## src/rtl/ctrl_sequencer_pkg.sv

```systemverilog
// Shared definitions for the multi-cycle control sequencer.
// The package is named cpu_pkg. The HALT state exists only when SEQ_ILLEGAL_TRAP_EN is defined.
package cpu_pkg;

  localparam logic [6:0] OPC_OP_IMM = 7'h13;
  localparam logic [6:0] OPC_BRANCH = 7'h63;

  localparam logic [2:0] ALU_ADD = 3'b000;
  localparam logic [2:0] ALU_SUB = 3'b001;

  typedef enum logic [2:0] {
    ST_FETCH     = 3'd0,
    ST_DECODE    = 3'd1,
    ST_EXECUTE   = 3'd2,
    ST_WRITEBACK = 3'd3
`ifdef SEQ_ILLEGAL_TRAP_EN
    , ST_HALT    = 3'd4
`endif
  } seq_state_e;

  typedef struct packed {
    logic       reg_write;
    logic [2:0] alu_ctrl;
    logic       alu_src;
    logic       imm_src;
    logic       branch;
  } ctrl_bundle_t;

endpackage

```

## src/rtl/ctrl_sequencer_if.sv

```systemverilog
// Instruction-memory fetch handshake between the sequencer (master) and memory (slave).
interface ctrl_sequencer_if;
  logic        imem_req;
  logic        imem_ack;
  logic [31:0] instr;

  modport master (output imem_req, input imem_ack, input instr);
  modport slave  (input imem_req, output imem_ack, output instr);
endinterface

```

## src/rtl/ctrl_sequencer_decode.sv

```systemverilog
// Combinational opcode decoder: opcode in, control bundle and illegal flag out.
module seq_decode
  import cpu_pkg::*;
(
  input  logic [6:0]   i_opcode,
  output ctrl_bundle_t o_ctrl,
  output logic         o_illegal
);

  always_comb begin
    o_ctrl    = '0;
    o_illegal = 1'b0;
    case (i_opcode)
      OPC_OP_IMM: begin
        o_ctrl.reg_write = 1'b1;
        o_ctrl.alu_ctrl  = ALU_ADD;
        o_ctrl.alu_src   = 1'b1;
        o_ctrl.imm_src   = 1'b1;
      end
      OPC_BRANCH: begin
        o_ctrl.alu_ctrl  = ALU_SUB;
        o_ctrl.branch    = 1'b1;
      end
      default: o_illegal = 1'b1;
    endcase
  end

endmodule

```

## src/rtl/ctrl_sequencer.sv

```systemverilog
// Multi-cycle FETCH/DECODE/EXECUTE/WRITEBACK sequencer driving datapath strobes.
// Optional feature macro SEQ_ILLEGAL_TRAP_EN: unsupported opcodes halt and set a sticky illegal flag.
module ctrl_sequencer
  import cpu_pkg::*;
#(
  parameter int INSTRET_W = 32
) (
  input  logic                 clk,
  input  logic                 rst_n,
  ctrl_sequencer_if.master     imem,
  input  logic                 eq,
  output logic                 ir_we,
  output logic                 reg_write,
  output logic [2:0]           alu_ctrl,
  output logic                 alu_src,
  output logic                 imm_src,
  output logic                 pc_we,
  output logic                 pc_src,
  output logic [INSTRET_W-1:0] instret
`ifdef SEQ_ILLEGAL_TRAP_EN
  , output logic               illegal
`endif
);

  seq_state_e            r_state;
  seq_state_e            w_state_nxt;
  logic                  r_run;
  logic [6:0]            r_opc;
  ctrl_bundle_t          r_ctrl;
  ctrl_bundle_t          w_dec_ctrl;
  logic                  w_illegal;
  logic [INSTRET_W-1:0]  r_instret;
  logic                  w_imem_req;
  logic                  w_ir_we;
  logic                  w_reg_write;
  logic [2:0]            w_alu_ctrl;
  logic                  w_alu_src;
  logic                  w_imm_src;
  logic                  w_pc_we;
  logic                  w_pc_src;
  logic                  w_unused;

  seq_decode u_decode (
    .i_opcode  (r_opc),
    .o_ctrl    (w_dec_ctrl),
    .o_illegal (w_illegal)
  );

  // r_run keeps imem_req low until the first clock after reset release.
  always_ff @(posedge clk or negedge rst_n) begin
    if (!rst_n) begin
      r_state <= ST_FETCH;
      r_run   <= 1'b0;
    end else begin
      r_state <= w_state_nxt;
      r_run   <= 1'b1;
    end
  end

  always_comb begin
    w_state_nxt = r_state;
    w_imem_req  = 1'b0;
    w_ir_we     = 1'b0;
    w_reg_write = 1'b0;
    w_alu_ctrl  = 3'b000;
    w_alu_src   = 1'b0;
    w_imm_src   = 1'b0;
    w_pc_we     = 1'b0;
    w_pc_src    = 1'b0;
    case (r_state)
      ST_FETCH: begin
        if (r_run) begin
          w_imem_req = 1'b1;
          if (imem.imem_ack) begin
            w_ir_we     = 1'b1;
            w_state_nxt = ST_DECODE;
          end
        end
      end
      ST_DECODE: begin
        w_state_nxt = ST_EXECUTE;
`ifdef SEQ_ILLEGAL_TRAP_EN
        if (w_illegal) w_state_nxt = ST_HALT;
`endif
      end
      ST_EXECUTE: begin
        w_alu_ctrl  = r_ctrl.alu_ctrl;
        w_alu_src   = r_ctrl.alu_src;
        w_imm_src   = r_ctrl.imm_src;
        w_state_nxt = ST_WRITEBACK;
      end
      ST_WRITEBACK: begin
        w_alu_ctrl  = r_ctrl.alu_ctrl;
        w_alu_src   = r_ctrl.alu_src;
        w_imm_src   = r_ctrl.imm_src;
        w_pc_we     = 1'b1;
        w_reg_write = r_ctrl.reg_write;
        w_pc_src    = r_ctrl.branch & eq;
        w_state_nxt = ST_FETCH;
      end
`ifdef SEQ_ILLEGAL_TRAP_EN
      ST_HALT: w_state_nxt = ST_HALT;
`endif
      default: w_state_nxt = ST_FETCH;
    endcase
  end

  // Opcode is data: captured only on the accepted fetch, no reset needed.
  always_ff @(posedge clk) begin
    if (w_ir_we) r_opc <= imem.instr[6:0];
  end

  always_ff @(posedge clk or negedge rst_n) begin
    if (!rst_n) begin
      r_ctrl    <= '0;
      r_instret <= '0;
    end else begin
      if (r_state == ST_DECODE) r_ctrl <= w_dec_ctrl;
      if (w_pc_we) r_instret <= r_instret + 1'b1;
    end
  end

`ifdef SEQ_ILLEGAL_TRAP_EN
  logic r_illegal;

  always_ff @(posedge clk or negedge rst_n) begin
    if (!rst_n)                                r_illegal <= 1'b0;
    else if (r_state == ST_DECODE && w_illegal) r_illegal <= 1'b1;
  end

  assign illegal  = r_illegal;
  assign w_unused = ^imem.instr[31:7];
`else
  assign w_unused = ^{imem.instr[31:7], w_illegal};
`endif

  assign imem.imem_req = w_imem_req;
  assign ir_we         = w_ir_we;
  assign reg_write     = w_reg_write;
  assign alu_ctrl      = w_alu_ctrl;
  assign alu_src       = w_alu_src;
  assign imm_src       = w_imm_src;
  assign pc_we         = w_pc_we;
  assign pc_src        = w_pc_src;
  assign instret       = r_instret;

endmodule

```

## src/flat_wrapper.sv

```systemverilog
// flat-port wrapper written by rule: the top's interface ports become plain ports
module ctrl_sequencer_flat import cpu_pkg::*;
#(
  parameter int INSTRET_W = 32
)
  (clk, rst_n, eq, ir_we, reg_write, alu_ctrl, alu_src, imm_src, pc_we, pc_src, instret, imem_imem_req, imem_imem_ack, imem_instr);
  ctrl_sequencer_if imem_i ();
  input  logic clk;
  input  logic rst_n;
  input  logic eq;
  output logic ir_we;
  output logic reg_write;
  output logic [2:0] alu_ctrl;
  output logic alu_src;
  output logic imm_src;
  output logic pc_we;
  output logic pc_src;
  output logic [INSTRET_W-1:0] instret;
  output wire logic [$bits(imem_i.imem_req)-1:0] imem_imem_req;
  input wire logic [$bits(imem_i.imem_ack)-1:0] imem_imem_ack;
  input wire logic [$bits(imem_i.instr)-1:0] imem_instr;
  assign imem_imem_req = imem_i.imem_req;
  assign imem_i.imem_ack = imem_imem_ack;
  assign imem_i.instr = imem_instr;
  ctrl_sequencer #(.INSTRET_W(INSTRET_W)) u_core (.clk(clk), .rst_n(rst_n), .imem(imem_i), .eq(eq), .ir_we(ir_we), .reg_write(reg_write), .alu_ctrl(alu_ctrl), .alu_src(alu_src), .imm_src(imm_src), .pc_we(pc_we), .pc_src(pc_src), .instret(instret));
endmodule
```

## config.mk

```make
export PLATFORM = sky130hd
export DESIGN_NAME = ctrl_sequencer_flat
export DESIGN_NICKNAME = d
export VERILOG_FILES = /design/src/rtl/ctrl_sequencer_pkg.sv /design/src/rtl/ctrl_sequencer_if.sv /design/src/rtl/ctrl_sequencer_decode.sv /design/src/rtl/ctrl_sequencer.sv /design/src/flat_wrapper.sv
export SDC_FILE = /design/constraint.sdc
export NUM_CORES = 1
export LEC_CHECK = 0
export CAP_MARGIN = 30
export CELL_PAD_IN_SITES_DETAIL_PLACEMENT = 0
export CELL_PAD_IN_SITES_GLOBAL_PLACEMENT = 1
export CORE_ASPECT_RATIO = 1.1
export CORE_MARGIN = 5
export CORE_UTILIZATION = 33
export DETAILED_ROUTE_END_ITERATION = 8
export PLACE_DENSITY = 0.87
export SKIP_CTS_REPAIR_TIMING = 1
export SLEW_MARGIN = 20
export SYNTH_ARGS = -nofsm -noshare
export SYNTH_HDL_FRONTEND = slang
export SYNTH_SLANG_ARGS = --single-unit
```

## constraint.sdc

```tcl
create_clock -name clk -period 1.96 [get_ports clk]
set_clock_uncertainty 0.05 [all_clocks]
set_input_delay 0.392 -clock clk [delete_from_list [all_inputs] [get_ports clk]]
set_output_delay 0.392 -clock clk [all_outputs]
set_load 0.005 [all_outputs]
```

==> summary.md, run 1 <==
| Metric | Value |
|---|---|
| H-tree Lvls | `2` |
| Cells after DPL | `just over 300` |
| Bufs and invs on worst path | `2` |
| Crit-path max FO | `5` |
| Pre-CTS WS | `-57.9 ps` |
| CP cell instances | `buf_4 > ha_4 > nor2_1 > nor2_2 > clkdlybuf4s50_1` |
| Status | `finished, violations left` |
| Final Util | `0.485` |
| Clk slew on worst S/H paths | `80 ps` |
| Largest net degree at the start of global routing | `21` |
| Worst EP required | `roughly 1500 ps` |
| Hold crit path type | `primary input to asynchronous set/reset pin` |
| Final nets | `281` |
| Max Fclk | `471 MHz` |
| Via density | `4.53` |
| Max Cap Viol | `0` |
| Post-Layout Cell Count | `321` |
| Commonest non-fill, non-tap cells in the layout | `clkdlybuf4s50_1, dfrtp_1, xnor2_1, nand2_1, xor2_1` |
| Largest delay contributor family on the critical path | `buffers and inverters` |
| Fin crit share | `1.08` |
| Ys flop type | `dfrtp_1` |
| Antenna cells | `0` |
| GPL Wtd Cong | `roughly 0.73` |
| FF+latch count, synth | `44` |
| Final Slew Violations | `0` |
| TritonCTS Buffers | `5` |
| IO Pins | `between 70 and 80` |
| Gate Count Post-Synth | `174` |
| Power Density | `808 mW/mm²` |
| Fill cells | `552` |
| Initial detailed-routing violation count | `43` |
| Row cnt | `30` |
| CTS root buf | `clkbuf_8` |
| Final WL | `4.03 mm` |
| DRC viols | `0` |
| Setup violations, final | `1` |
| Critical Path Source Type | `flop` |
| Wirelength per Cell | `12.5 µm` |
| Worst Slack Setup Final | `-163 ps` |
| Via count | `~1500` |
| DPL Wire Length | `2.91 mm` |
| Vias in the first global route | `around 1500` |
| Power, Total | `2380 µW` |
| Synthesized area | `0.00203 mm²` |
| Failing checks | `negative hold slack, negative setup slack` |
| Hold WS | `-14.8 ps` |
| Core Region | `0.00608 mm²` |
| Slowest stage delay, CP | `440 ps` |
| I/O Buffers | `50` |
| Worst vdd ir | `0.565 mV` |
| Gr ovfl total | `0` |
| Final min period | `2120 ps` |
| CTS Sinks | `44` |
| Total Die Area | `0.00781 mm²` |
| Antenna-violating nets left | `0` |
| Die W | `84.7 µm` |
| Final hold violation count | `17` |
| First-pass GRT wire length | `6.65 mm` |
| Post-synth EDFFs | `7` |
| DR pass1 iterations | `4` |
| Critical path data arrival time | `approximately 1700 ps` |
| CTS max path bufs | `2` |
| TritonCTS clock tree | `built` |
| RSZ-0062 raised after global routing | `true` |
| Crit-path slowest cell | `clkdlybuf4s50_1` |
| LEAKAGE | `0.00140 µW` |
| Commonest non-fill, non-tap cell in the layout | `clkdlybuf4s50_1` |
| Asr flop ratio synth | `0.841` |
| Warnings from Yosys | `0` |
| GR Util All Layers | `0.105` |
| Chip Height | `92.2 µm` |
| Starting Density | `0.333` |
| CP Class | `flop to output pin` |
| Area grow syn2layout | `45.5%` |
| Worst-Skew Late Latency | `~290 ps` |
| Register area share after synthesis | `0.560` |
| Share of layout cells above drive strength 1 | `0.199` |
| Mean Syn Cell Area | `roughly 12 µm²` |
| Initial antenna violation count | `0` |
| Post-synth cell types | `33` |
| Fin area | `0.00295 mm²` |
| Area post-placement | `0.00266 mm²` |
| CP Capture Type | `output pin` |
-- cells by family after synthesis --
| family | synth area share |
|---|---|
| XOR/XNOR | 0.134 |
| flip-flops | 0.560 |
| AND/OR/NAND/NOR | 0.213 |
| other | 0.00371 |
| adder cells (fa/ha/maj) | 0.0309 |
| multiplexers | 0.00556 |
| AO/OA/AOI/OAI | 0.0130 |
| buffers and inverters | 0.0395 |
-- metrics by stage --
stage	hold slack, ps	setup TNS, ps
finish	-14.8	-163
floorplan	46.4	0
CTS	-7.31	-1490
global route	6.38	-577
global placement	309	-60.4
detailed placement	314	-57.9
-- state kept, by name (all words and copies together) (netlist names) --
register and flops:
u_core.instret 32, u_core.r_ctrl 2, u_core.r_opc 7, u_core.r_run 1
u_core.r_state 2
-- final timing paths --
| check | start | slack (ps) | cells after the start | endpoint |
|---|---|---|---|---|
| worst max-delay path | u_core.r_state[0]$_DFFE_PN0P_ | -160 | 5 | imm_src |
| worst min-delay path | rst_n | -10 | 1 | u_core.instret[30]$_DFFE_PN0P_ |
| worst max register to register | u_core.r_state[0]$_DFFE_PN0P_ | 10 | 9 | u_core.instret[26]$_DFFE_PN0P_ |
| worst min register to register | u_core.instret[31]$_DFFE_PN0P_ | 430 | 1 | u_core.instret[31]$_DFFE_PN0P_ |
| max in group asynchronous | rst_n | 1420 | 2 | u_core.instret[16]$_DFFE_PN0P_ |
| min in group clk | u_core.instret[31]$_DFFE_PN0P_ | 430 | 1 | u_core.instret[31]$_DFFE_PN0P_ |
-- metal layers --
layer | track usage | wire length, µm | up-vias | part of all wire
met5 | 0 | 0 | - | 0
met4 | 0.0237 | 22 | 0 | 0.0055
met3 | 0.0377 | 269 | 3 | 0.067
met2 | 0.183 | 2030 | 41 | 0.50
met1 | 0.122 | 1700 | 691 | 0.42
li1 | - | - | 720 | -
-- worst reg2reg max path: stages (launching register included) --
cell,delay (ps)
dfrtp_1,390
buf_4,140
ha_4,140
buf_4,120
and4_4,210
nand4_1,120
buf_6,150
buf_12,140
nor4_4,270
xor2_1,160
-- cell type report --
class	count	area, µm²	share of cell area
Sequential cell	44	1140	0.386
Multi-Input combinational cell	117	892	0.303
Timing Repair Buffer	65	672	0.228
Clock buffer	8	121	0.0412
Tap cell	80	100	0.0339
Inverter	7	26.3	0.00891
-- synth_stat cells (all sizes together), types with 7 or more instances --
cell type | count | area share
dfrtp | 37 | 0.46
buf | 7 | 0.027
inv | 7 | 0.013
nor2 | 12 | 0.022
xnor2 | 18 | 0.078
nand4 | 12 | 0.040
xor2 | 13 | 0.056
nand2 | 18 | 0.033
edfxtp | 7 | 0.10
nand3 | 7 | 0.020
-- power breakdown --
group	switching (µW)	leakage (µW)	internal [µW]
clock	292	0.0000627	398
combinational	232	0.000777	340
sequential	95.8	0.000565	1030
(Power assumes the default switching activity.)
==> inputs of run 2 (changes only) <==
- CAP_MARGIN: 30 -> 10
- CELL_PAD_IN_SITES_DETAIL_PLACEMENT: 0 -> 1
==> run 2 against run 1 <==
Against the previous run: the run ends with negative hold slack left; critical path depth is 2 lower; fmax is 11% higher; non-clock buffer count is 1 lower; design area is 0.30% lower; worst hold slack better by 1.3 ps; clock-buffer cell count is 2 lower; largest cell class unchanged.
==> summary.md, run 2 (synthesis gave the netlist of run 1 again) <==
| Metric | Value |
|---|---|
| Critical path data arrival time | `1480 ps` |
| Fin area | `0.00294 mm²` |
| GR Util All Layers | `0.128` |
| Vias in the first global route | `~1700` |
| Area grow syn2layout | `45.1%` |
| First-pass GRT wire length | `8.02 mm` |
| Fill cells | `~660` |
| Reg power frac | `0.426` |
| Row cnt | `30` |
| Power Density | `893 mW/mm²` |
| Worst EP required | `1520 ps` |
| Pre-CTS WS | `-61.3 ps` |
| Post-Layout Cell Count | `320` |
| Net Sw Frac | `0.256` |
| CTS root buf | `clkbuf_8` |
| CTS max path bufs | `2` |
| Multi-input logic area | `862 µm²` |
| Final WL | `4.93 mm` |
| Hold WS | `-13.6 ps` |
| Comb power frac | `0.229` |
| DR pass1 iterations | `4` |
| I/O Buffers | `50` |
| Wirelength per Cell | `15.4 µm` |
| Via count | `1549` |
| Max Cap Viol | `0` |
| CP Capture Type | `output pin` |
| Bufs and invs on worst path | `2` |
| Fin crit share | `0.979` |
| Clk slew on worst S/H paths | `80 ps` |
| H-tree Lvls | `2` |
| Failing checks | `negative hold slack` |
| Met3 GRT Util | `0.0413` |
| CP cell instances | `buf_4 > ha_4 > clkdlybuf4s50_1` |
| Max reg flops | `32` |
| FF+latch area | `0.00114 mm²` |
| CTS Sinks | `between 40 and 50` |
| Via density | `4.84` |
| Internal | `between 1500 and 2000 µW` |
| Power, Total | `2630 µW` |
| Die W | `84.7 µm` |
| Starting Density | `0.333` |
| Max Fclk | `approximately 520 MHz` |
| Worst-Skew Late Latency | `about 300 ps` |
| M1 GR Usage | `0.134` |
| Met2 usage | `0.243` |
| Core Region | `0.00608 mm²` |
| Gr busiest metal | `met2` |
| Setup violations, final | `0` |
| LEAKAGE | `~0.0014 µW` |
| Commonest non-fill, non-tap cells in the layout | `clkdlybuf4s50_1, dfrtp_1, xnor2_1, nand2_1, xor2_1` |
| Area post-placement | `around 0.0027 mm²` |
| Antenna-violating nets left | `0` |
| IO Pins | `78` |
| Initial antenna violation count | `0` |
| DPL Wire Length | `3.57 mm` |
| Initial detailed-routing violation count | `29` |
| Antenna cells | `0` |
| Final min period | `1920 ps` |
| Chip Height | `just over 90 µm` |
| Crit-path slowest cell | `clkdlybuf4s50_1` |
| TritonCTS Buffers | `5` |
| Switching pwr | `between 600 and 700 µW` |
| Critical Path Source Type | `flop` |
| Share of layout cells above drive strength 1 | `0.183` |
| Commonest non-fill, non-tap cell in the layout | `clkdlybuf4s50_1` |
| Gr ovfl total | `0` |
| CP Class | `flop to output pin` |
| Clock power share | `0.344` |
| Cells after DPL | `approximately 300` |
| Largest net degree at the start of global routing | `21` |
| Worst Slack Setup Final | `between 40 and 50 ps` |
| Total Die Area | `about 0.008 mm²` |
| Final hold violation count | `17` |
| DRC viols | `0` |
| TritonCTS clock tree | `built` |
| Slowest stage delay, CP | `510 ps` |
| Final Slew Violations | `0` |
| Status | `finished, violations left` |
| Crit-path max FO | `6` |
| GPL Wtd Cong | `0.728` |
| Hold crit path type | `primary input to asynchronous set/reset pin` |
| Worst vdd ir | `0.596 mV` |
| Largest delay contributor family on the critical path | `buffers and inverters` |
| Final nets | `280` |
[run 2: cell count changes in the layout (fill, tap and decap cells not counted), sizes merged]
cell / previous run / this run
buf: 15 / 14
bufinv: 0 / 2
clkbuf: 9 / 7
[run 2: through the flow]
step / hold slack (ps) / TNS [ps] / utilization
2_1_floorplan: 46.4 / 0 / -
3_3_place_gp: 309 / -60.4 / 0.438
3_5_place_dp: 316 / -61.3 / 0.438
4_1_cts: -8.97 / -1790 / 0.463
5_1_grt: 1.93 / -117 / 0.484
6_report: -13.6 / 0 / 0.484
[run 2: layout make-up]
class / count / share of cell area
flip-flops and latches: 44 / 0.387
inverters: 7 / 0.00894
clock buffers: 6 / 0.0319
well taps: 80 / 0.0340
multi-input cells: 117 / 0.293
repair buffers: 64 / 0.225
clock inverters: 2 / 0.0204
[run 2: power by group through the flow]
stage	Sequential [µW]	Clock, µW	Combinational [µW]
4_1_cts	1110	926	521
6_report	1120	904	603
3_5_place_dp	1130	0	511
3_3_place_gp	1120	0	485
5_1_grt	1130	960	666
2_1_floorplan	1120	0	239
[run 2: routing by layer]
metal | wire length, µm | part of all wire
met4 | 51 | 0.010
met5 | 0 | 0
met3 | 305 | 0.062
met2 | 2740 | 0.56
met1 | 1830 | 0.37
[run 2: path summary, 6_finish.rpt]
kind | slack, ps | depth (start not counted) | to | start
max | 40 | 3 | pc_we | u_core.r_state[1]$_DFFE_PN0P_
max in group asynchronous | 1420 | 2 | u_core.instret[26]$_DFFE_PN0P_ | rst_n
min reg2reg | 430 | 1 | u_core.instret[31]$_DFFE_PN0P_ | u_core.instret[31]$_DFFE_PN0P_
min | -10 | 1 | u_core.instret[30]$_DFFE_PN0P_ | rst_n
min in group clk | 430 | 1 | u_core.instret[31]$_DFFE_PN0P_ | u_core.instret[31]$_DFFE_PN0P_
max reg2reg | 60 | 8 | u_core.instret[28]$_DFFE_PN0P_ | u_core.r_state[1]$_DFFE_PN0P_
